`src/rtl/vault_lock_if.sv`:
```
// Keypad/display bundle for the vault lock: asynchronous keypad inputs in, status and segments out.
interface vault_lock_if;
  logic       key_valid;
  logic [3:0] key_code;
  logic       prog_en;
  logic       unlocked;
  logic       lockout;
  logic [6:0] HEX0;
  logic [6:0] HEX1;
  logic [6:0] HEX2;
  logic [6:0] HEX3;
  logic [6:0] HEX4;
  logic [6:0] HEX5;

  // Keypad/switch side drives the inputs and observes the outputs.
  modport master (
    output key_valid, key_code, prog_en,
    input  unlocked, lockout, HEX0, HEX1, HEX2, HEX3, HEX4, HEX5
  );

  // Lock controller side.
  modport slave (
    input  key_valid, key_code, prog_en,
    output unlocked, lockout, HEX0, HEX1, HEX2, HEX3, HEX4, HEX5
  );
endinterface

```
`src/rtl/vault_lock.sv`:
```
// Keypad vault controller: synchronised key entry, code compare, lockout,
// in-field reprogramming and per-digit feedback on six seven-segment displays.
module vault_lock #(
  parameter int unsigned DIGITS         = 6,
  parameter int unsigned MAX_FAILS      = 3,
  parameter int unsigned LOCKOUT_CYCLES = 250_000_000,
  parameter logic [23:0] DEFAULT_CODE   = 24'h123456,
  parameter int unsigned SYNC_STAGES    = 2
) (
  input logic          MAX10_CLK1_50,
  input logic          reset_n,
  vault_lock_if.slave  bus
);

  localparam int unsigned BW = DIGITS * 4;
  localparam int unsigned CW = $clog2(DIGITS + 1);
  localparam int unsigned FW = 4;
  localparam int unsigned TW = $clog2(LOCKOUT_CYCLES);

  localparam logic [3:0] KEY_ENTER  = 4'hE;
  localparam logic [3:0] KEY_CANCEL = 4'hF;

  localparam logic [6:0] SEG_DASH  = 7'h3F;
  localparam logic [6:0] SEG_BLANK = 7'h7F;

  // Fixed banners, HEX5 in the top bits down to HEX0 in the bottom bits.
  localparam logic [41:0] PAT_LOCKED = {7'h47, 7'h40, 7'h46, 7'h09, 7'h06, 7'h40};
  localparam logic [41:0] PAT_OPEN   = {7'h77, 7'h40, 7'h0C, 7'h06, 7'h2B, 7'h77};

  typedef enum logic [2:0] {
    ST_LOCKED,
    ST_ENTRY,
    ST_OPEN,
    ST_PROGRAM,
    ST_LOCKOUT
  } state_t;

  // Standard active-low hex font, {g..a}.
  function automatic logic [6:0] hex_font(input logic [3:0] d);
    logic [6:0] seg;
    case (d)
      4'h0: seg = 7'h40;
      4'h1: seg = 7'h79;
      4'h2: seg = 7'h24;
      4'h3: seg = 7'h30;
      4'h4: seg = 7'h19;
      4'h5: seg = 7'h12;
      4'h6: seg = 7'h02;
      4'h7: seg = 7'h78;
      4'h8: seg = 7'h00;
      4'h9: seg = 7'h10;
      4'hA: seg = 7'h08;
      4'hB: seg = 7'h03;
      4'hC: seg = 7'h46;
      4'hD: seg = 7'h21;
      4'hE: seg = 7'h06;
      default: seg = 7'h0E;
    endcase
    return seg;
  endfunction

  logic [SYNC_STAGES-1:0] r_kv_sync;
  logic [SYNC_STAGES-1:0] r_pe_sync;
  logic [3:0]             r_kc_sync [SYNC_STAGES];
  logic                   r_kv_prev;

  state_t          r_state;
  logic [BW-1:0]   r_buf;
  logic [BW-1:0]   r_code;
  logic [CW-1:0]   r_cnt;
  logic [FW-1:0]   r_fail;
  logic [TW-1:0]   r_timer;
  logic            r_unlocked;
  logic            r_lockout;
  logic [6:0]      r_hex [6];

  logic            w_kv;
  logic            w_pe;
  logic [3:0]      w_kc;
  logic            w_evt;
  logic            w_is_digit;
  logic [BW-1:0]   w_shift;
  logic [CW-1:0]   w_cnt_inc;
  logic            w_full;
  logic [FW-1:0]   w_fail_inc;

  state_t          w_nx_state;
  logic [BW-1:0]   w_nx_buf;
  logic [BW-1:0]   w_nx_code;
  logic [CW-1:0]   w_nx_cnt;
  logic [FW-1:0]   w_nx_fail;
  logic [TW-1:0]   w_nx_timer;
  logic [23:0]     w_nx_buf24;
  logic [6:0]      w_nx_hex [6];

  // Synchroniser chains for the asynchronous keypad and program switch, plus edge history.
  always_ff @(posedge MAX10_CLK1_50 or negedge reset_n) begin
    if (!reset_n) begin
      r_kv_sync <= '0;
      r_pe_sync <= '0;
      r_kv_prev <= 1'b0;
      for (int i = 0; i < int'(SYNC_STAGES); i++) begin
        r_kc_sync[i] <= 4'h0;
      end
    end else begin
      r_kv_sync    <= {r_kv_sync[SYNC_STAGES-2:0], bus.key_valid};
      r_pe_sync    <= {r_pe_sync[SYNC_STAGES-2:0], bus.prog_en};
      r_kv_prev    <= w_kv;
      r_kc_sync[0] <= bus.key_code;
      for (int i = 1; i < int'(SYNC_STAGES); i++) begin
        r_kc_sync[i] <= r_kc_sync[i-1];
      end
    end
  end

  assign w_kv       = r_kv_sync[SYNC_STAGES-1];
  assign w_pe       = r_pe_sync[SYNC_STAGES-1];
  assign w_kc       = r_kc_sync[SYNC_STAGES-1];
  assign w_evt      = w_kv & ~r_kv_prev;
  assign w_is_digit = (w_kc != KEY_ENTER) && (w_kc != KEY_CANCEL);
  assign w_full     = (r_cnt == CW'(DIGITS));
  assign w_cnt_inc  = w_full ? r_cnt : r_cnt + CW'(1);
  assign w_fail_inc = r_fail + FW'(1);

  // Entry buffer shift: newest digit at [3:0], oldest drops off the top.
  if (DIGITS == 1) begin : g_shift_one
    assign w_shift = w_kc;
  end else begin : g_shift_many
    assign w_shift = {r_buf[BW-5:0], w_kc};
  end

  // Next-state decode for the lock FSM and its datapath.
  always_comb begin
    w_nx_state = r_state;
    w_nx_buf   = r_buf;
    w_nx_code  = r_code;
    w_nx_cnt   = r_cnt;
    w_nx_fail  = r_fail;
    w_nx_timer = r_timer;
    case (r_state)
      ST_LOCKED: begin
        if (w_evt && w_is_digit) begin
          w_nx_buf   = BW'(w_kc);
          w_nx_cnt   = CW'(1);
          w_nx_state = ST_ENTRY;
        end
      end
      ST_ENTRY: begin
        if (w_evt) begin
          if (w_is_digit) begin
            w_nx_buf = w_shift;
            w_nx_cnt = w_cnt_inc;
          end else if (w_kc == KEY_CANCEL) begin
            w_nx_buf   = '0;
            w_nx_cnt   = '0;
            w_nx_state = ST_LOCKED;
          end else begin
            w_nx_buf = '0;
            w_nx_cnt = '0;
            if (w_full && (r_buf == r_code)) begin
              w_nx_fail  = '0;
              w_nx_state = ST_OPEN;
            end else begin
              w_nx_fail = w_fail_inc;
              if (w_fail_inc >= FW'(MAX_FAILS)) begin
                w_nx_timer = TW'(LOCKOUT_CYCLES - 1);
                w_nx_state = ST_LOCKOUT;
              end else begin
                w_nx_state = ST_LOCKED;
              end
            end
          end
        end
      end
      ST_OPEN: begin
        if (w_evt) begin
          if (w_kc == KEY_CANCEL) begin
            w_nx_state = ST_LOCKED;
          end else if (w_is_digit && w_pe) begin
            w_nx_buf   = BW'(w_kc);
            w_nx_cnt   = CW'(1);
            w_nx_state = ST_PROGRAM;
          end
        end
      end
      ST_PROGRAM: begin
        // Dropping the program switch wins over any key on the same cycle.
        if (!w_pe) begin
          w_nx_buf   = '0;
          w_nx_cnt   = '0;
          w_nx_state = ST_OPEN;
        end else if (w_evt) begin
          if (w_is_digit) begin
            w_nx_buf = w_shift;
            w_nx_cnt = w_cnt_inc;
          end else begin
            if ((w_kc == KEY_ENTER) && w_full) begin
              w_nx_code = r_buf;
            end
            w_nx_buf   = '0;
            w_nx_cnt   = '0;
            w_nx_state = ST_OPEN;
          end
        end
      end
      ST_LOCKOUT: begin
        if (r_timer == '0) begin
          w_nx_fail  = '0;
          w_nx_state = ST_LOCKED;
        end else begin
          w_nx_timer = r_timer - TW'(1);
        end
      end
      default: begin
        w_nx_state = ST_LOCKED;
      end
    endcase
  end

  assign w_nx_buf24 = 24'(w_nx_buf);

  // Display contents for the state being entered, so the segments register alongside it.
  always_comb begin
    for (int unsigned i = 0; i < 6; i++) begin
      w_nx_hex[i] = SEG_BLANK;
      case (w_nx_state)
        ST_LOCKED:  w_nx_hex[i] = PAT_LOCKED[7*i +: 7];
        ST_OPEN:    w_nx_hex[i] = PAT_OPEN[7*i +: 7];
        ST_LOCKOUT: w_nx_hex[i] = SEG_DASH;
        ST_ENTRY: begin
          if ((i < DIGITS) && (i < 32'(w_nx_cnt))) begin
            w_nx_hex[i] = SEG_DASH;
          end
        end
        ST_PROGRAM: begin
          if ((i < DIGITS) && (i < 32'(w_nx_cnt))) begin
            w_nx_hex[i] = hex_font(w_nx_buf24[4*i +: 4]);
          end
        end
        default: w_nx_hex[i] = SEG_BLANK;
      endcase
    end
  end

  // Lock FSM state, datapath and registered outputs.
  always_ff @(posedge MAX10_CLK1_50 or negedge reset_n) begin
    if (!reset_n) begin
      r_state    <= ST_LOCKED;
      r_buf      <= '0;
      r_code     <= BW'(DEFAULT_CODE);
      r_cnt      <= '0;
      r_fail     <= '0;
      r_timer    <= '0;
      r_unlocked <= 1'b0;
      r_lockout  <= 1'b0;
      for (int unsigned i = 0; i < 6; i++) begin
        r_hex[i] <= PAT_LOCKED[7*i +: 7];
      end
    end else begin
      r_state    <= w_nx_state;
      r_buf      <= w_nx_buf;
      r_code     <= w_nx_code;
      r_cnt      <= w_nx_cnt;
      r_fail     <= w_nx_fail;
      r_timer    <= w_nx_timer;
      r_unlocked <= (w_nx_state == ST_OPEN) || (w_nx_state == ST_PROGRAM);
      r_lockout  <= (w_nx_state == ST_LOCKOUT);
      for (int unsigned i = 0; i < 6; i++) begin
        r_hex[i] <= w_nx_hex[i];
      end
    end
  end

  assign bus.unlocked = r_unlocked;
  assign bus.lockout  = r_lockout;
  assign bus.HEX0     = r_hex[0];
  assign bus.HEX1     = r_hex[1];
  assign bus.HEX2     = r_hex[2];
  assign bus.HEX3     = r_hex[3];
  assign bus.HEX4     = r_hex[4];
  assign bus.HEX5     = r_hex[5];

endmodule

```
`src/flat_wrapper.sv`:
```
// flat-port wrapper written by rule: the top's interface ports become plain ports
module vault_lock_flat 
#(
  parameter int unsigned DIGITS         = 6,
  parameter int unsigned MAX_FAILS      = 3,
  parameter int unsigned LOCKOUT_CYCLES = 250_000_000,
  parameter logic [23:0] DEFAULT_CODE   = 24'h123456,
  parameter int unsigned SYNC_STAGES    = 2
)
  (MAX10_CLK1_50, reset_n, bus_key_valid, bus_key_code, bus_prog_en, bus_unlocked, bus_lockout, bus_HEX0, bus_HEX1, bus_HEX2, bus_HEX3, bus_HEX4, bus_HEX5);
  vault_lock_if bus_i ();
  input logic MAX10_CLK1_50;
  input logic reset_n;
  input wire logic [$bits(bus_i.key_valid)-1:0] bus_key_valid;
  input wire logic [$bits(bus_i.key_code)-1:0] bus_key_code;
  input wire logic [$bits(bus_i.prog_en)-1:0] bus_prog_en;
  output wire logic [$bits(bus_i.unlocked)-1:0] bus_unlocked;
  output wire logic [$bits(bus_i.lockout)-1:0] bus_lockout;
  output wire logic [$bits(bus_i.HEX0)-1:0] bus_HEX0;
  output wire logic [$bits(bus_i.HEX1)-1:0] bus_HEX1;
  output wire logic [$bits(bus_i.HEX2)-1:0] bus_HEX2;
  output wire logic [$bits(bus_i.HEX3)-1:0] bus_HEX3;
  output wire logic [$bits(bus_i.HEX4)-1:0] bus_HEX4;
  output wire logic [$bits(bus_i.HEX5)-1:0] bus_HEX5;
  assign bus_i.key_valid = bus_key_valid;
  assign bus_i.key_code = bus_key_code;
  assign bus_i.prog_en = bus_prog_en;
  assign bus_unlocked = bus_i.unlocked;
  assign bus_lockout = bus_i.lockout;
  assign bus_HEX0 = bus_i.HEX0;
  assign bus_HEX1 = bus_i.HEX1;
  assign bus_HEX2 = bus_i.HEX2;
  assign bus_HEX3 = bus_i.HEX3;
  assign bus_HEX4 = bus_i.HEX4;
  assign bus_HEX5 = bus_i.HEX5;
  vault_lock #(.DIGITS(DIGITS), .MAX_FAILS(MAX_FAILS), .LOCKOUT_CYCLES(LOCKOUT_CYCLES), .DEFAULT_CODE(DEFAULT_CODE), .SYNC_STAGES(SYNC_STAGES)) u_core (.MAX10_CLK1_50(MAX10_CLK1_50), .reset_n(reset_n), .bus(bus_i));
endmodule
```
`config.mk`:
```
export PLATFORM = sky130hd
export DESIGN_NAME = vault_lock_flat
export DESIGN_NICKNAME = d
export VERILOG_FILES = /design/src/rtl/vault_lock_if.sv /design/src/rtl/vault_lock.sv /design/src/flat_wrapper.sv
export SDC_FILE = /design/constraint.sdc
export NUM_CORES = 1
export LEC_CHECK = 0
export CELL_PAD_IN_SITES_DETAIL_PLACEMENT = 1
export CELL_PAD_IN_SITES_GLOBAL_PLACEMENT = 1
export CORE_MARGIN = 2
export CORE_UTILIZATION = 30
export DETAILED_ROUTE_END_ITERATION = 8
export PLACE_DENSITY_LB_ADDON = 0.25
export RECOVER_POWER = 50
export SLEW_MARGIN = 20
export SYNTH_ARGS = -nofsm -noshare
export SYNTH_HDL_FRONTEND = slang
export SYNTH_SLANG_ARGS = --single-unit
```
`constraint.sdc`:
```
create_clock -name MAX10_CLK1_50 -period 5.6 [get_ports MAX10_CLK1_50]
set_input_delay 0.84 -clock MAX10_CLK1_50 [delete_from_list [all_inputs] [get_ports MAX10_CLK1_50]]
set_output_delay 0.84 -clock MAX10_CLK1_50 [all_outputs]
set_load 0.02 [all_outputs]
```
== Word level (Yosys, flattened, before mapping) ==
Memories as Yosys holds them, arrays and structs flattened.
Index checks and enable logic that the tools add are counted.
Storage, ports and cells
  input port bits: 8
  memories: 6
  register bits after elaboration: 143
  memory bits (read-only): 672
  logic and storage cells: 135
  output and inout port bits: 44
Cells by class
  muxes and demuxes: 62
  reductions and logical operators: 14
  order comparisons: 7
  add/subtract/negate cells: 3
  equality and inequality tests: 21
  bitwise operators: 3
Memories
  (name not given): words 16, bits a word 7, rd ports 1, clocked after Yosys merged registers in 0, wr ports 0, line vault_lock.sv:41  | case (d)
  (name not given): words 16, bits a word 7, rd ports 1, clocked after Yosys merged registers in 0, wr ports 0, line vault_lock.sv:41
  (name not given): words 16, bits a word 7, rd ports 1, clocked after Yosys merged registers in 0, wr ports 0, line vault_lock.sv:41
  (name not given): words 16, bits a word 7, rd ports 1, clocked after Yosys merged registers in 0, wr ports 0, line vault_lock.sv:41
  (name not given): words 16, bits a word 7, rd ports 1, clocked after Yosys merged registers in 0, wr ports 0, line vault_lock.sv:41
  (name not given): words 16, bits a word 7, rd ports 1, clocked after Yosys merged registers in 0, wr ports 0, line vault_lock.sv:41
Operators with widths (number)
  7-bit case mux with 5 select lines: 5
  24-bit two-way mux: 7
  28-bit two-way mux: 6
  24-bit case mux with 4 select lines: 1
  7-bit two-way mux: 12
  3-bit two-way mux: 21
  28-bit case mux with 2 select lines: 1
  28-bit logical NOT: 1
  7-bit case mux with 4 select lines: 1
  28-bit by 1-bit subtractor with 28-bit output, second input constant: 1
  24-bit == test: 1
  4-bit two-way mux: 5
  3-bit case mux with 5 select lines: 1
  3-bit by 2-bit == test with 1-bit output, second input constant: 4
  3-bit case mux with 4 select lines: 1
  5-bit AND reduction: 2
  3-bit == test, second input constant: 3
  4-bit == test, second input constant: 2
  2-bit != test, second input constant: 4
  4-bit != test, second input constant: 2
  4-bit case mux with 2 select lines: 1
  7-bit AND reduction: 1
  3-bit by 1-bit == test with 1-bit output, second input constant: 2
  3-bit logical NOT: 2
  other kinds (13): 23

== Logic depth before layout (Yosys ltp) ==
Gate-level depths: netlist (run 1).
  depth in word-level cells: 11
  depth in mapped cells: 13
  mapped depth without buffers: 10

== Worst setup path after synthesis (run 1) ==
No wires, ideal clock.
  kind: register to register
  start point: reg u_core.r_state[1]
  end point: reg u_core.r_hex, in the netlist u_core.bus.HEX5[3]
  clock period less this slack: 2.869 ns
  setup slack: 2.731 ns
  arrival time: 2.737 ns
  data required time: 5.469 ns
  stages on the path, launching flop included: 13
  buffers on the path: 3
  library setup time: 0.131 ns
  cell sequence: dfrtp_1 -> nor2b_1 -> buf_4 -> nor4_4 -> buf_6 -> buf_4 -> a22o_1 -> inv_1 -> ha_1 -> inv_1 -> mux4_2 -> nor3_1 -> nor2_1
RTL lines
  start, declared: line vault_lock.sv:67  | state_t r_state;
  start signal, assigned: line vault_lock.sv:260  | r_state <= w_nx_state;
  end signal, assigned by index: line vault_lock.sv:257  | r_hex[i] <= PAT_LOCKED[7*i +: 7];
  end signal, assigned by index: line vault_lock.sv:269  | r_hex[i] <= w_nx_hex[i];
  end, declared: line vault_lock.sv:75  | logic [6:0] r_hex [6];

==> summary.txt, run 1 <==
Outcome
  • Outcome: finished with violations
  • Failing checks: max-capacitance violations, max-slew violations

Worst setup path
  • Worst stage delay on the critical path: 1.16 ns
  • Critical path launch point type: flip-flop
  • Setup Crit Path Kind: reg2reg
  • Worst setup EP type: flip-flop
  • CP Max Fanout: 17
  • Critical Path RT: 5.93 ns
  • Reg-to-Reg Start: u_core.r_state[1]$_DFF_PN0_
  • Crit path launch: u_core.r_state[1]$_DFF_PN0_
  • Crit path DAT: 4.63 ns
  • Worst-path cell chain: nor2b_1 -> nor4_1 -> clkbuf_1 -> a22oi_1 -> inv_1 -> ha_1 -> nand2_1 -> a21boi_0 -> o221a_2 -> o21ai_1
  • Slowest CP cell: nor4_1

Place
  • PortBufs: 51
  • Post-DP HPWL: 15330 um
  • GPL Wtd Cong: 0.8248

Finish
  • Area added between synthesis and finish: 17.77%
  • Commonest non-fill, non-tap cell in the layout: dfrtp_1
  • Layout net count: 818
  • Antenna diodes: 0
  • Commonest non-fill, non-tap cells in the layout: 121 x dfrtp_1, 66 x nand2_1, 46 x nor2_1, 42 x clkdlybuf4s50_1, 37 x a21oi_1
  • Share of layout cells above drive strength 1: 0.1555

CTS
  • CTS H-tree lvls: 4
  • Clk sink count: 143
  • Worst-skew pair later-pin latency: 0.43 ns
  • CTS Buf Count: 17
  • CTS tree: done
  • Root Driver: clkbuf_16
  • Setup repair bufs after CTS: 0
  • CTS Buffer Depth: 2
  • Post_cts resized: 0
  • Post-CTS Hold Fix Bufs: 0
  • Clk slew on worst S/H paths: 0.07 ns

Logic synthesis
  • Post-Synthesis Cells: 726
  • Yosys cell types: 82
  • FF+latch count, synth: 143
  • Syn Area/Cell: 10.45 sq um
  • Number of flops mapped to enable cells by yosys: 0
  • Ys Warns: 0
  • Sequential area share after synthesis: 0.4751
  • Post-synth top flop: dfrtp_1
  • Synth async-reset ratio: 1.000
  • Mapped Nets: 766
  • Mapped Area: 7590 sq um

GRT
  • Initial antenna violation count: 0
  • Vias in the first global route: 6099
  • Total gr overflow: 0
  • Largest net degree at the start of global routing: 103
  • First-pass GRT wire length: 34850 um
  • Total GRT Usage: 0.1704

Hold path
  • Hold path start: u_core.r_pe_sync[0]$_DFF_PN0_
  • HP Class: reg2reg

Route
  • Violation count after the first detailed-route iteration: 290
  • Pre-antenna DRT Iters: 4
  • DRC Markers: 0
  • Vias: 5774
  • Routed WL: 21560 um
  • ANT nets after route: 0
  • Vias per cell: 5.151
  • Routed WL per cell: 19.24 um

Timing
  • Final hold violations: 0
  • Max-slew violations: 103
  • Max Fclk: 232.9 MHz
  • Final setup viols: 0
  • Setup TNS: 0 ns
  • Fin Clk Skew: 0.01583 ns
  • Min cycle time layout: 4.294 ns
  • Final worst-path cycle share: 0.7667
  • Slew HR: -0.7795
  • RSZ-0062 raised after global routing: false
  • Slew @ Worst Pin: 2.669 ns

Power and ir drop
  • Pleak: 0.004044 uW
  • Peak VDD IR: 0.1652 mV
  • Total power per unit cell area: 381.9 nW/um^2
  • PnR Total Power: 3414 uW

Floorplanning
  • Core area: 25040 sq um
  • Site row count: 58
  • Io pins: 52
  • Die ar.: 26590 sq um
  • Die Y: 163.1 um
  • Initial Util: 0.3031
  • Die Wd: 163.1 um

Job
  • Max-Cap Viols: 1
[final cells by class]
type,instances,area [sq um]
inverters,42,157.7
well taps,330,412.9
fillers,2784,16100
flip-flops and latches,143,3606
repair buffers,56,533.0
clock inverters,12,115.1
clock buffers,20,436.7
multi-input cells,518,3677
[report_power, final]
group	total, uW	internal [uW]	leakage, uW	switching, uW
combinational	1060	391	0.00205	672
sequential	1280	1160	0.00173	121
clock	1070	614	0.000261	459
total	3410	2160	0.00404	1250
[critical path: cells and delay by family, from the launching register on]
kind	cells	cell delay [ns]
flip-flops	1	0.46
AO/OA/AOI/OAI	4	0.95
adder cells (fa/ha/maj)	1	0.26
buffers and inverters	2	1.03
AND/OR/NAND/NOR	3	1.51
[Yosys cell counts (5+ instances only)]
library cell,count,area [sq um]
xor2_1,31,271.5
buf_2,10,50.05
nand3b_1,5,37.54
mux2i_1,6,60.06
inv_2,12,45.04
nor2_1,46,172.7
ha_1,32,400.4
nand3_1,20,100.1
mux2_2,28,315.3
nor3_1,31,155.2
inv_1,28,105.1
a32oi_2,6,97.59
a221oi_1,6,52.55
a211oi_1,13,97.59
nand2b_1,8,50.05
dfstp_2,22,578.1
nand2_1,66,247.7
a22oi_1,10,75.07
a2111oi_0,5,43.79
o21ai_0,15,75.07
nor4_1,15,93.84
o21ai_1,19,95.09
a21oi_1,37,185.2
or4_1,6,45.04
and2_1,7,43.79
and3_1,5,31.28
xnor2_1,16,140.1
dfrtp_1,121,3028
clkbuf_1,7,26.28
[cell families (layout without fill, tap and decap cells)]
logic type / Yosys count / count (layout) / synth area share
and+or+nand+nor: 236 / 236 / 0.1614
muxes: 36 / 36 / 0.05539
buffers and inverters: 65 / 130 / 0.03742
xor gates and xnor gates: 47 / 47 / 0.05424
DFF: 143 / 143 / 0.4751
adders and majority gates: 32 / 32 / 0.05275
AOI/OAI and AO/OA: 167 / 167 / 0.1637
[final timing paths]
path	endpoint	slack (ns)	cells after the start
max	u_core.bus.HEX1[5]$_DFF_PN0_	1.31	10
max in group asynchronous	u_core.r_pe_sync[0]$_DFF_PN0_	2.17	2
min in group asynchronous	u_core.r_timer[26]$_DFFE_PN0P_	1.23	1
min reg2reg	u_core.r_pe_sync[1]$_DFF_PN0_	0.35	0
min	u_core.r_pe_sync[1]$_DFF_PN0_	0.35	0
max reg2reg	u_core.bus.HEX1[5]$_DFF_PN0_	1.31	10
[per-stage QoR]
| step | utilization | hold slack (ns) | setup slack (ns) | cell area, sq um | std cells |
|---|---|---|---|---|---|
| floorplan | - | 0.3312 | 2.731 | 7590 | 726 |
| global placement | 0.3365 | 0.3374 | 1.671 | 8426 | 1089 |
| detailed placement | 0.3365 | 0.3442 | 1.596 | 8426 | 1089 |
| CTS | 0.3586 | 0.3528 | 1.583 | 8977 | 1121 |
| global route | 0.3570 | 0.3594 | 0.8459 | 8939 | 1121 |
| finish | 0.3570 | 0.3510 | 1.306 | 8939 | 1121 |
[metal layers]
layer	share of wire	track usage	up-vias	wire (um)
li1	-	-	2737	-
met5	0	0	-	0
met3	0.033	0.03225	24	704
met1	0.45	0.2192	2927	9675
met2	0.50	0.2895	86	10780
met4	0.019	0.05430	0	408
[state kept, by name, summed over array words and instances (netlist names), 7 cells and up]
| name | flops |
|---|---|
| u_core.bus.HEX2 | 7 |
| u_core.bus.HEX4 | 7 |
| u_core.bus.HEX0 | 7 |
| u_core.bus.HEX3 | 7 |
| u_core.bus.HEX1 | 7 |
| u_core.r_timer | 28 |
| u_core.bus.HEX5 | 7 |
| u_core.r_buf | 24 |
| u_core.r_code | 24 |
No activity file was read; power rests on OpenSTA's default activity.
==> run 2: changes to the inputs <==
- clock period: 5.6 -> 3.6 ns (I/O delays scaled with it)
==> summary.txt, run 2 (synthesis gave the netlist of run 1 again) <==
Outcome
  • Outcome: finished with violations
  • Failing checks: max-capacitance violations, max-slew violations

Finish
  • Largest register by flop count: u_core.r_timer
  • Commonest non-fill, non-tap cell in the layout: dfrtp_1
  • Max FFs per register: 28 (unchanged)
  • Share of layout cells above drive strength 1: 0.1787 (+0.02316)
  • Antenna diodes: 0 (unchanged)
  • Layout net count: 833 (+1.8%)
  • Biggest registers after layout: u_core.r_timer x28, u_core.r_buf x24, u_core.r_code x24
  • Area added between synthesis and finish: 20.34%
  • Commonest non-fill, non-tap cells in the layout: 121 x dfrtp_1, 66 x nand2_1, 46 x nor2_1, 37 x a21oi_1, 35 x clkdlybuf4s50_1

Route
  • Vias: 5805 (+0.54%)
  • Pre-antenna DRT Iters: 4 (unchanged)
  • Routed WL: 21090 um (-2.2%)
  • Routed WL per cell: 18.57 um (-3.5%)
  • Violation count after the first detailed-route iteration: 258 (-11%)
  • ANT nets after route: 0 (unchanged)
  • DRC Markers: 0 (unchanged)
  • Vias per cell: 5.110 (-0.79%)

Timing
  • Fin Clk Skew: 0.01705 ns (+0.001214 ns)
  • RSZ-0062 raised after global routing: false
  • Max-slew violations: 86 (-17%)
  • Slew HR: -0.4767 (+0.3028)
  • Worst hold margin: 0.3485 ns (-0.002514 ns)
  • Setup TNS: 0 ns (unchanged)
  • Slew @ Worst Pin: 2.215 ns (-0.4541 ns)
  • Max Fclk: 308.7 MHz (+33%)
  • Final hold violations: 0 (unchanged)
  • Final worst-path cycle share: 0.8999 (+0.1332)
  • Min cycle time layout: 3.240 ns (-1.054 ns)
  • Final setup viols: 0 (unchanged)

Floorplanning
  • Site row count: 58 (unchanged)
  • Initial Util: 0.3031 (unchanged)
  • Die Y: 163.1 um (unchanged)
  • Die Wd: 163.1 um (unchanged)
  • Io pins: 52 (unchanged)
  • Core area: 25040 sq um (unchanged)
  • Die ar.: 26590 sq um (unchanged)

CTS
  • CTS tree: done
  • Post_cts resized: 0 (unchanged)
  • Post-CTS Hold Fix Bufs: 0 (unchanged)
  • CTS H-tree lvls: 4 (unchanged)
  • Clk sink count: 143 (unchanged)
  • CTS Buffer Depth: 2 (unchanged)
  • Worst-skew pair later-pin latency: 0.44 ns (about the same)
  • CTS Buf Count: 17 (unchanged)
  • Root Driver: clkbuf_16
  • Clk slew on worst S/H paths: 0.06 ns (about the same)
  • Setup repair bufs after CTS: 0 (unchanged)

GRT
  • Initial antenna violation count: 0 (unchanged)
  • Total GRT Usage: 0.1692 (-0.001144)
  • Vias in the first global route: 6180 (+1.3%)
  • First-pass GRT wire length: 34510 um (-0.97%)
  • Total gr overflow: 0 (unchanged)
  • Largest net degree at the start of global routing: 86 (-17%)

Hold path
  • Hold path depth: 0 (unchanged)
  • HP Class: reg2reg

Place
  • Post-DP HPWL: 14940 um (-2.6%)
  • PortBufs: 51 (unchanged)
  • GPL Wtd Cong: 0.8104 (-1.7%)

Worst setup path
  • Reg2reg path depth: 9 (-1)
  • Critical path launch point type: flip-flop
  • Worst setup EP type: flip-flop
  • Setup Crit Path Kind: reg2reg
  • Critical Path RT: 3.96 ns (-1.97 ns)
  • CP Max Fanout: 23 (+6)
  • Crit path DAT: 3.60 ns (-1.03 ns)

Power and ir drop
  • Peak VDD IR: 0.2623 mV (+59%)
  • Sw frac: 0.3585 (-0.008229)
  • Flop pwr share: 0.364 (-0.010)
  • PnR Total Power: 5479 uW (+61%)
  • Sw Pwr: 1965 uW (+57%)
  • Comb power frac: 0.298 (-0.013)
  • Pleak: 0.004149 uW (+2.6%)
  • Total power per unit cell area: 599.9 nW/um^2 (+57%)
  • Power Internal: 3515 uW (+63%)
  • Share of power burned in the clock network: 0.339 (+0.025)

Job
  • Max-Cap Viols: 1 (unchanged)
-- run 2: cell types whose count changed in the layout (fill, tap and decap cells not counted), sizes merged --
| cell | previous run | this run |
|---|---|---|
| inv | 40 | 47 |
| dlygate4sd3 | 8 | 15 |
| clkinv | 10 | 3 |
| bufinv | 1 | 2 |
| buf | 2 | 17 |
| clkdlybuf4s50 | 42 | 35 |
| clkinvlp | 3 | 2 |
-- run 2: path summary, 6_finish.rpt --
| path | slack (ns) | start | end |
|---|---|---|---|
| worst min register to register | 0.35 | u_core.r_kc_sync[4]$_DFF_PN0_ | u_core.w_kc[0]$_DFF_PN0_ |
| worst min-delay path | 0.35 | u_core.r_kc_sync[4]$_DFF_PN0_ | u_core.w_kc[0]$_DFF_PN0_ |
| worst max-delay path | 0.36 | u_core.r_state[1]$_DFF_PN0_ | u_core.bus.HEX2[3]$_DFF_PN1_ |
| min in group asynchronous | 0.70 | reset_n | u_core.r_timer[18]$_DFFE_PN0P_ |
| max in group asynchronous | 0.84 | reset_n | u_core.r_cnt[0]$_DFF_PN0_ |
| worst max register to register | 0.36 | u_core.r_state[1]$_DFF_PN0_ | u_core.bus.HEX2[3]$_DFF_PN1_ |
-- run 2: per-stage QoR --
| step | cell area [sq um] | setup slack [ns] | utilization | cells |
|---|---|---|---|---|
| after floorplan | 7590 | 0.7314 | - | 726 |
| after global placement | 8538 | 0.3807 | 0.3410 | 1104 |
| after detailed placement | 8538 | 0.3675 | 0.3410 | 1104 |
| after CTS | 9151 | 0.3298 | 0.3655 | 1136 |
| after global routing | 9134 | 0.02554 | 0.3648 | 1136 |
| final | 9134 | 0.3605 | 0.3648 | 1136 |
-- run 2: power groups by stage --
| stage | Clock [uW] | Sequential (uW) | Combinational (uW) |
|---|---|---|---|
| 3_3_place_gp | 0 | 2020 | 1660 |
| 5_1_grt | 1990 | 2020 | 1830 |
| 3_5_place_dp | 0 | 2020 | 1650 |
| 6_report | 1860 | 1990 | 1630 |
| 4_1_cts | 1920 | 1990 | 1660 |
| 2_1_floorplan | 0 | 2040 | 1060 |
-- run 2: worst max-delay path, cell delays in order, from the launching register on --
cell and delay [ns]:
dfrtp_1 0.47, nor2b_1 0.63, nor4_4 0.11, buf_4 0.26, and3_1 0.22, nor2_1 0.44, inv_2 0.22, a21oi_1 0.50
nor2_1 0.12, a31oi_1 0.20
-- run 2: metal layers --
layer | track usage | vias to the layer above | part of all wire
li1 | - | 2763 | -
met1 | 0.2152 | 2949 | 0.45
met2 | 0.2885 | 70 | 0.50
met3 | 0.03885 | 23 | 0.028
met4 | 0.04706 | 0 | 0.016
met5 | 0 | - | 0
-- run 2: layout make-up --
class | instances | area, sq um
Fill cell | 2793 | 15900
Sequential cell | 143 | 3606
Multi-Input combinational cell | 518 | 3700
Timing Repair Buffer | 71 | 644.4
Tap cell | 330 | 412.9
Clock inverter | 12 | 146.4
Clock buffer | 20 | 466.7
Inverter | 42 | 157.7
==> run 3: changes to the inputs <==
- CORE_UTILIZATION: 30 -> 25
==> summary.txt, run 3 (synthesis gave the netlist of run 1 again) <==
Outcome
  • Outcome: finished with violations
  • Failing checks: max-capacitance violations, max-slew violations

Finish
  • Area added between synthesis and finish: 20.44% (about the same)
  • Largest register by flop count: u_core.r_timer
  • Max FFs per register: 28 (unchanged)
  • Commonest non-fill, non-tap cell in the layout: dfrtp_1
  • Biggest registers after layout: u_core.r_timer x28, u_core.r_buf x24, u_core.r_code x24
  • Layout net count: 827 (-0.72%)
  • Commonest non-fill, non-tap cells in the layout: 121 x dfrtp_1, 66 x nand2_1, 46 x nor2_1, 37 x a21oi_1, 35 x clkdlybuf4s50_1
  • Antenna diodes: 0 (unchanged)
  • Share of layout cells above drive strength 1: 0.1713 (-0.007410)

CTS
  • CTS tree: done
  • CTS Buf Count: 17 (unchanged)
  • CTS Buffer Depth: 2 (unchanged)
  • Post_cts resized: 0 (unchanged)
  • CTS H-tree lvls: 4 (unchanged)
  • Clk sink count: 143 (unchanged)
  • Setup repair bufs after CTS: 0 (unchanged)
  • Worst-skew pair later-pin latency: 0.44 ns (about the same)
  • Post-CTS Hold Fix Bufs: 0 (unchanged)
  • Clk slew on worst S/H paths: 0.06 ns (about the same)
  • Root Driver: clkbuf_16

Timing
  • Fin Clk Skew: 0.01624 ns (-0.0008126 ns)
  • Slew HR: -0.3664 (+0.1103)
  • Final hold violations: 0 (unchanged)
  • Min cycle time layout: 3.234 ns (-0.005168 ns)
  • RSZ-0062 raised after global routing: false
  • Setup TNS: 0 ns (unchanged)
  • Final setup viols: 0 (unchanged)
  • Final worst-path cycle share: 0.8984 (-0.001436)
  • Slew @ Worst Pin: 2.050 ns (-0.1654 ns)
  • Final worst slack: 0.3657 ns (+0.005168 ns)
  • Max Fclk: 309.2 MHz (+0.16%)
  • Max-slew violations: 38 (-56%)

Worst setup path
  • FF-to-FF End: u_core.bus.HEX2[3]$_DFF_PN1_
  • Crit path launch: u_core.r_state[1]$_DFF_PN0_
  • Critical path launch point type: flip-flop
  • Most common cell on crit path: nor2_1
  • Worst stage delay on the critical path: 0.61 ns (-0.02 ns)
  • CP Max Fanout: 23 (unchanged)
  • Slowest CP cell: nor2b_1
  • Worst setup EP type: flip-flop
  • Setup Crit Path Kind: reg2reg
  • Worst-path cell chain: nor2b_1 -> nor4_4 -> buf_4 -> and3_1 -> nor2_1 -> inv_2 -> a21oi_1 -> nor2_1 -> a31oi_1
  • Reg-to-Reg Start: u_core.r_state[1]$_DFF_PN0_
  • R2r setup slk: 0.37 ns (about the same)
  • Crit path DAT: 3.59 ns (about the same)
  • Critical Path RT: 3.96 ns (about the same)
  • Reg2reg path depth: 9 (unchanged)

Floorplanning
  • Site row count: 63 (+8.6%)
  • Die Y: 178.2 um (+9.3%)
  • Die Wd: 178.2 um (+9.3%)
  • Die ar.: 31770 sq um (+19%)
  • Core area: 29800 sq um (+19%)
  • Io pins: 52 (unchanged)
  • Initial Util: 0.2547 (-0.04842)

Power and ir drop
  • Peak VDD IR: 0.3502 mV (+34%)
  • Share of power burned in the clock network: 0.326 (-0.013)
  • Comb power frac: 0.304 (+0.006)
  • Sw frac: 0.3604 (+0.001858)
  • Total power per unit cell area: 589.3 nW/um^2 (-1.8%)
  • Flop pwr share: 0.370 (+0.006)
  • Sw Pwr: 1942 uW (-1.2%)
  • Power Internal: 3446 uW (-2.0%)
  • Pleak: 0.004115 uW (-0.82%)

Hold path
  • Hold endpoint: u_core.w_kc[2]$_DFF_PN0_
  • Hold path start: u_core.r_kc_sync[6]$_DFF_PN0_
  • Hold path depth: 0 (unchanged)
  • HP Class: reg2reg

Place
  • Post-DP HPWL: 15560 um (+4.1%)
  • PortBufs: 51 (unchanged)
  • Pre-CTS setup slack: 0.3610 ns (-0.006584 ns)
  • GPL Wtd Cong: 0.8093 (-0.14%)

GRT
  • Total gr overflow: 0 (unchanged)
  • First-pass GRT wire length: 34870 um (+1.0%)
  • Largest net degree at the start of global routing: 75 (-13%)
  • Initial antenna violation count: 0 (unchanged)
  • Total GRT Usage: 0.1438 (-0.02541)
  • Vias in the first global route: 6002 (-2.9%)

Route
  • Routed WL per cell: 18.12 um (-2.4%)
  • DRC Markers: 0 (unchanged)
  • Pre-antenna DRT Iters: 4 (unchanged)
  • Vias: 5732 (-1.3%)
  • Vias per cell: 4.817 (-5.7%)
  • Routed WL: 21570 um (+2.2%)
  • ANT nets after route: 0 (unchanged)
  • Violation count after the first detailed-route iteration: 337 (+31%)

Job
  • Max-Cap Viols: 1 (unchanged)
[run 3: cell types whose count changed in the layout (fill, tap and decap cells not counted)]
cell	delta
buf_12	+1
clkinv_4	+1
clkbuf_8	-3
inv_8	-2
clkbuf_1	+1
clkbuf_4	+1
inv_6	-1
clkinv_2	+2
buf_4	-6
[run 3: per-layer routing]
layer / share of wire / routed length (um) / GRT usage / up-vias
met4: 0.012 / 256 / 0.03726 / 0
met2: 0.50 / 10740 / 0.2434 / 52
met1: 0.47 / 10040 / 0.1866 / 2923
li1: - / - / - / 2743
met5: 0 / 0 / 0 / -
met3: 0.025 / 533 / 0.03026 / 14
[run 3: worst max-delay path by stage]
stage	end	slack, ns	depth (start not counted)
2_1_floorplan	u_core.bus.HEX5[3]$_DFF_PN0_	0.73	12
5_1_grt	u_core.r_buf[5]$_DFF_PN0_	0.11	2
6_report	u_core.bus.HEX2[3]$_DFF_PN1_	0.37	9
3_3_place_gp	u_core.bus.HEX2[0]$_DFF_PN1_	0.36	9
4_1_cts	u_core.bus.HEX2[3]$_DFF_PN1_	0.35	9
3_5_place_dp	u_core.bus.HEX2[3]$_DFF_PN1_	0.36	9
[run 3: metrics by stage]
stage	hold WS (ns)	utilization	cell area, sq um	instances	total power, uW
CTS	0.01010	0.3076	9164	1190	5477
detailed placement	0.3379	0.2884	8593	1158	3675
floorplan	0.2444	-	7590	726	3097
finish	0.3542	0.3068	9141	1190	5387
global placement	0.3417	0.2884	8593	1158	3683
global route	0.3598	0.3068	9141	1190	5739
[run 3: layout make-up]
class                           count  area [sq um]
Sequential cell                   143          3606
Clock buffer                       20         436.7
Clock inverter                     12         133.9
Inverter                           42         157.7
Tap cell                          390         488.0
Fill cell                        3381         20650
Multi-Input combinational cell    518          3700
Timing Repair Buffer               65         619.3
[run 3: critical path: cells and delay by family, from the launching register on]
family / cells / cell delay [ns]
buffers and inverters: 2 / 0.49
DFF: 1 / 0.47
and+or+nand+nor: 5 / 1.49
AOI/OAI and AO/OA: 2 / 0.71
[run 3: power by group through the flow]
stage	clock network, uW	logic, uW	registers (uW)
floorplan	0	1060	2040
global placement	0	1660	2020
detailed placement	0	1660	2020
CTS	1810	1670	1990
global route	1880	1830	2020
finish	1760	1640	1990
==> RTL change 1, RTL diff (config.mk and constraints of run 3) <==
`LOCKOUT_CYCLES` is set to 250_000_000 in 2 places; all go to 500_000_000.
--- a/src/rtl/vault_lock.sv
+++ b/src/rtl/vault_lock.sv
@@ -3,7 +3,7 @@
 module vault_lock #(
   parameter int unsigned DIGITS         = 6,
   parameter int unsigned MAX_FAILS      = 3,
-  parameter int unsigned LOCKOUT_CYCLES = 250_000_000,
+  parameter int unsigned LOCKOUT_CYCLES = 500_000_000,
   parameter logic [23:0] DEFAULT_CODE   = 24'h123456,
   parameter int unsigned SYNC_STAGES    = 2
 ) (
--- a/src/flat_wrapper.sv
+++ b/src/flat_wrapper.sv
@@ -3,7 +3,7 @@
 #(
   parameter int unsigned DIGITS         = 6,
   parameter int unsigned MAX_FAILS      = 3,
-  parameter int unsigned LOCKOUT_CYCLES = 250_000_000,
+  parameter int unsigned LOCKOUT_CYCLES = 500_000_000,
   parameter logic [23:0] DEFAULT_CODE   = 24'h123456,
   parameter int unsigned SYNC_STAGES    = 2
 )
Function: same outputs for any inputs over 4 cycles, from zero or initial values and one cycle with reset_n low; that may be too few to reach the edited logic, so the function may still have changed.
==> RTL change 1 against run 3 <==
- the flow still finishes with violations (max-capacitance violations, max-slew violations)
- sequential cell count is 1 higher
- clock skew is 0.0050 ns lower
- global-route usage up 0.52 points
- final area up 2.7%
- non-clock buffer count grew 15
- total power rose by 4.2%
- wire length is 3.9% higher
- worst setup slack lost 0.094 ns
- area after synthesis up 1.1%
- critical endpoint is now u_core.bus.HEX3[6]
==> RTL change 1: results (changes against run 3) <==
stage,metric,value,unit,change
grt,grt_pass1_vias,6263,,was 6002
detailed_routing,vias,5853,,was 5732
synthesis,synthesis.nets,752,,was 766
finish,top_regs,"u_core.r_timer x29, u_core.r_buf x24, u_core.r_code x24",,"was u_core.r_timer x28, u_core.r_buf x24, u_core.r_code x24"
place,dp_cells,1159,,was 1158
detailed_routing,wl_met3,550,microns,was 533 microns
detailed_routing,wl_per_cell,18.8,microns,was 18.1 microns
detailed_routing,m1WireLength,10700,microns,was 10000 microns
run_status,violations,"max-capacitance violations, max-slew violations",,unchanged
synthesis,syn_avg_cell_area,10.8,sq um,was 10.5 sq um
sta,fin_hold_ws,0.355,ns,was 0.354 ns
grt,met2_usage,25.1,%,was 24.3%
job,cap_viol_max_count,1,,unchanged
sta,maxSlewViolCount,75,,was 38
finish,drive_above_1_share,19.1,%,was 17.1%
detailed_routing,drt_iter0_markers,242,,was 337
detailed_routing,wl_met2,11000,microns,was 10700 microns
synthesis,synth-seq-area-share,47.3,%,was 47.5%
place,gp_congestion,0.754,,was 0.809
finish,fin_nets,822,,was 827
pwr,p_leak,4.18,nW,was 4.12 nW
worst_setup_path,max_stage_delay,0.49,ns,was 0.61 ns
run_status,status,"complete, but fails checks",,unchanged
place,hpwl,16300,microns,was 15600 microns
synthesis,yosysUniqueCellTypes,81,,was 82
worst_setup_path,crit_arrival,3.66,ns,was 3.59 ns
sta,relSlewSlack,-35.9,%,was -36.6%
detailed_routing,wl,22400,microns,was 21600 microns
grt,met1_usage,19.6,%,was 18.7%
worst_setup_path,reg2regPathDepth,10,,was 9
pwr,ir_drop,0.000325,V,was 0.000350 V
worst_setup_path,reg2reg_to,u_core.bus.HEX3[6],,was u_core.bus.HEX2[3]
place,placed_cell_area,8790,sq um,was 8590 sq um
RTL change 1: cell count changes after synthesis, moves of 6 or more:
cell | before | now
nand2_1 | 66 | 38
nor3_1 | 31 | 17
mux2_2 | 28 | 40
a22oi_1 | 10 | 21
a31oi_1 | 4 | 15
nor2_1 | 46 | 36
clkbuf_1 | 7 | 15
inv_2 | 12 | 4
nand3_1 | 20 | 12
a32oi_2 | 6 | 0
RTL change 1: power by group through the flow:
| stage | Clock, mW | Sequential [mW] | Combinational, mW |
|---|---|---|---|
| 6_report | 1.90 | 2.01 | 1.70 |
| 5_1_grt | 2.03 | 2.04 | 1.90 |
| 4_1_cts | 1.96 | 2.02 | 1.73 |
| 3_5_place_dp | 0 | 2.04 | 1.72 |
| 3_3_place_gp | 0 | 2.04 | 1.72 |
| 2_1_floorplan | 0 | 2.06 | 1.08 |
RTL change 1: worst register-to-register path, cell delays in order, from the launching register on:
cell      delay [ns]
dfrtp_1         0.49
nand2b_1        0.19
a21o_1          0.25
or2_1           0.40
buf_12          0.23
a22oi_1         0.43
inv_1           0.17
ha_1            0.27
mux2_2          0.27
a221oi_1        0.39
o22ai_1         0.15
RTL change 1: logic make-up after synthesis:
group                      share of synthesized area, %
muxes                                              7.89
AOI/OAI and AO/OA                                  16.8
DFF                                                47.3
adders and majority gates                          5.22
and+or+nand+nor                                    13.5
xor gates and xnor gates                           5.59
buffers and inverters                              3.75
RTL change 1: area by class of cell:
class	count	share of cell area, %
clock buffer	20	4.65
clock inverter	12	2.00
inverter	40	1.60
multi-input combinational	499	40.1
sequential	144	38.7
tap	396	5.28
timing repair buffer	80	7.69
==> RTL change 2, RTL diff (config.mk and constraints of run 3) <==
Made on the original files. The 5 states of `state_t` get a Gray code encoding in 3 bits.
--- a/src/rtl/vault_lock.sv
+++ b/src/rtl/vault_lock.sv
@@ -28,11 +28,11 @@
   localparam logic [41:0] PAT_OPEN   = {7'h77, 7'h40, 7'h0C, 7'h06, 7'h2B, 7'h77};
 
   typedef enum logic [2:0] {
-    ST_LOCKED,
-    ST_ENTRY,
-    ST_OPEN,
-    ST_PROGRAM,
-    ST_LOCKOUT
+    ST_LOCKED  = 3'b000,
+    ST_ENTRY   = 3'b001,
+    ST_OPEN    = 3'b011,
+    ST_PROGRAM = 3'b010,
+    ST_LOCKOUT = 3'b110
   } state_t;
 
   // Standard active-low hex font, {g..a}.
Function: no difference found for any inputs over 4 cycles, from zero or initial values and one cycle with reset_n low; so few cycles prove little.
==> RTL change 2 against run 3 <==
- the run still ends with max-capacitance violations, max-slew violations left
- final area grew 4.1%
- highest routed layer unchanged
- area after synthesis is 3.1% higher
- global-route usage up 0.21 points
- worst hold slack worse by 0.0071 ns
- sequential cell count is the same
- wire length grew 7.8%
- die area increased by 3.0%
- worst setup slack worse by 0.031 ns
Power is not compared: it rests on default switching activity, and its combinational part moved more than twofold at a synthesized area within 25%.
==> RTL change 2: results (changes against run 3) <==
stage,metric,value,unit,change
place,pre_cts_ws,0.305,ns,was 0.361 ns
synthesis,synth-seq-area-share,46.1,%,was 47.5%
synthesis,ys_top_cells_by_area,"dfrtp_1 (39%), dfstp_2 (7.4%), ha_1 (5.8%), mux2_2 (5.3%), xor2_1 (2.9%)",,"was dfrtp_1 (40%), dfstp_2 (7.6%), ha_1 (5.3%), mux2_2 (4.2%), xor2_1 (3.6%)"
detailed_routing,dr.pass1.iters,5,,was 4
finish,final_core_util,31.0,%,was 30.7%
worst_setup_path,path_max_fanout,17,,was 23
place,gp_congestion,0.798,,was 0.809
worst_setup_path,crit_family,compound AO/OA/AOI/OAI gates,,was simple AND/OR/NAND/NOR gates
worst_setup_path,reg2reg_from,u_core.w_kc[1],,was u_core.r_state[1]
sta,fin_hold_ws,0.347,ns,was 0.354 ns
worst_hold_path,hold_end,u_core.r_pe_sync[1],,was u_core.w_kc[2]
synthesis,synthAdderAreaFrac,5.76,%,was 5.28%
detailed_routing,vias_per_cell,4.99,,was 4.82
synthesis,synth-xor-area-share,4.14,%,was 5.42%
grt,grt_first_pass_wirelength,37300,microns,was 34900 microns
sta,setup_slack,0.334,ns,was 0.366 ns
finish,fillers,3472,,was 3381
worst_setup_path,crit_arrival,3.55,ns,was 3.59 ns
worst_setup_path,cp_slowest_cell,a22oi_1,,was nor2b_1
finish,final-clk-cell-share,6.77,%,was 6.24%
synthesis,synthMuxAreaShare,7.24,%,was 5.54%
finish,antenna_cells,1,,was 0
detailed_routing,vias,6036,,was 5732
job,cap_viol_max_count,1,,unchanged
detailed_routing,wl_per_cell,19.2,microns,was 18.1 microns
synthesis,synthesis.nets,774,,was 766
sta,relSlewSlack,-22.7,%,was -36.6%
run_status,status,"complete, but fails checks",,unchanged
synthesis,yosysUniqueCellTypes,79,,was 82
place,dp_cells,1176,,was 1158
finish,n_all_buffers,77,,was 65
sta,maxSlewViolCount,65,,was 38
run_status,violations,"max-capacitance violations, max-slew violations",,unchanged
sta,skew,0.0138,ns,was 0.0162 ns
finish,bufAreaShareNonClock,7.39,%,was 6.78%
synthesis,synth_compound_area_share,18.7,%,was 16.4%
grt,grt_max_degree,65,,was 75
grt,grt.total_usage,14.6,%,was 14.4%
worst_setup_path,reg2reg_to,u_core.bus.HEX3[3],,was u_core.bus.HEX2[3]
finish,fin_area,9520,sq um,was 9140 sq um
place,hpwl,16400,microns,was 15600 microns
worst_setup_path,max_stage_delay,0.47,ns,was 0.61 ns
worst_setup_path,reg2regPathDepth,10,,was 9
[RTL change 2: cell count changes in the layout (fill, tap and decap cells not counted), moves of 9 or more]
cell | before | now
mux2_2 | 28 | 37
o21ai_1 | 19 | 3
mux2i_1 | 6 | 15
a31oi_1 | 4 | 18
buf_4 | 11 | 22
a21oi_1 | 37 | 27
nand2_1 | 66 | 49
nor3_1 | 31 | 19
nor2_1 | 46 | 34
o21ai_0 | 15 | 37
o31ai_1 | 4 | 13
[RTL change 2: layer usage]
metal,track usage [%],share of wire (%),vias up
met5,0,0,-
met4,3.07,0.85,0
met3,3.27,2.8,15
met2,24.5,49,74
met1,19.3,48,3096
li1,-,-,2851
[RTL change 2: report_power, final]
| group | internal, mW | total [mW] | switching, mW | leakage (nW) |
|---|---|---|---|---|
| sequential | 1.99 | 2.33 | 0.345 | 1.73 |
| clock | 1.20 | 1.96 | 0.762 | 0.309 |
| combinational | 1.49 | 3.76 | 2.27 | 2.21 |
| total | 4.67 | 8.05 | 3.37 | 4.24 |
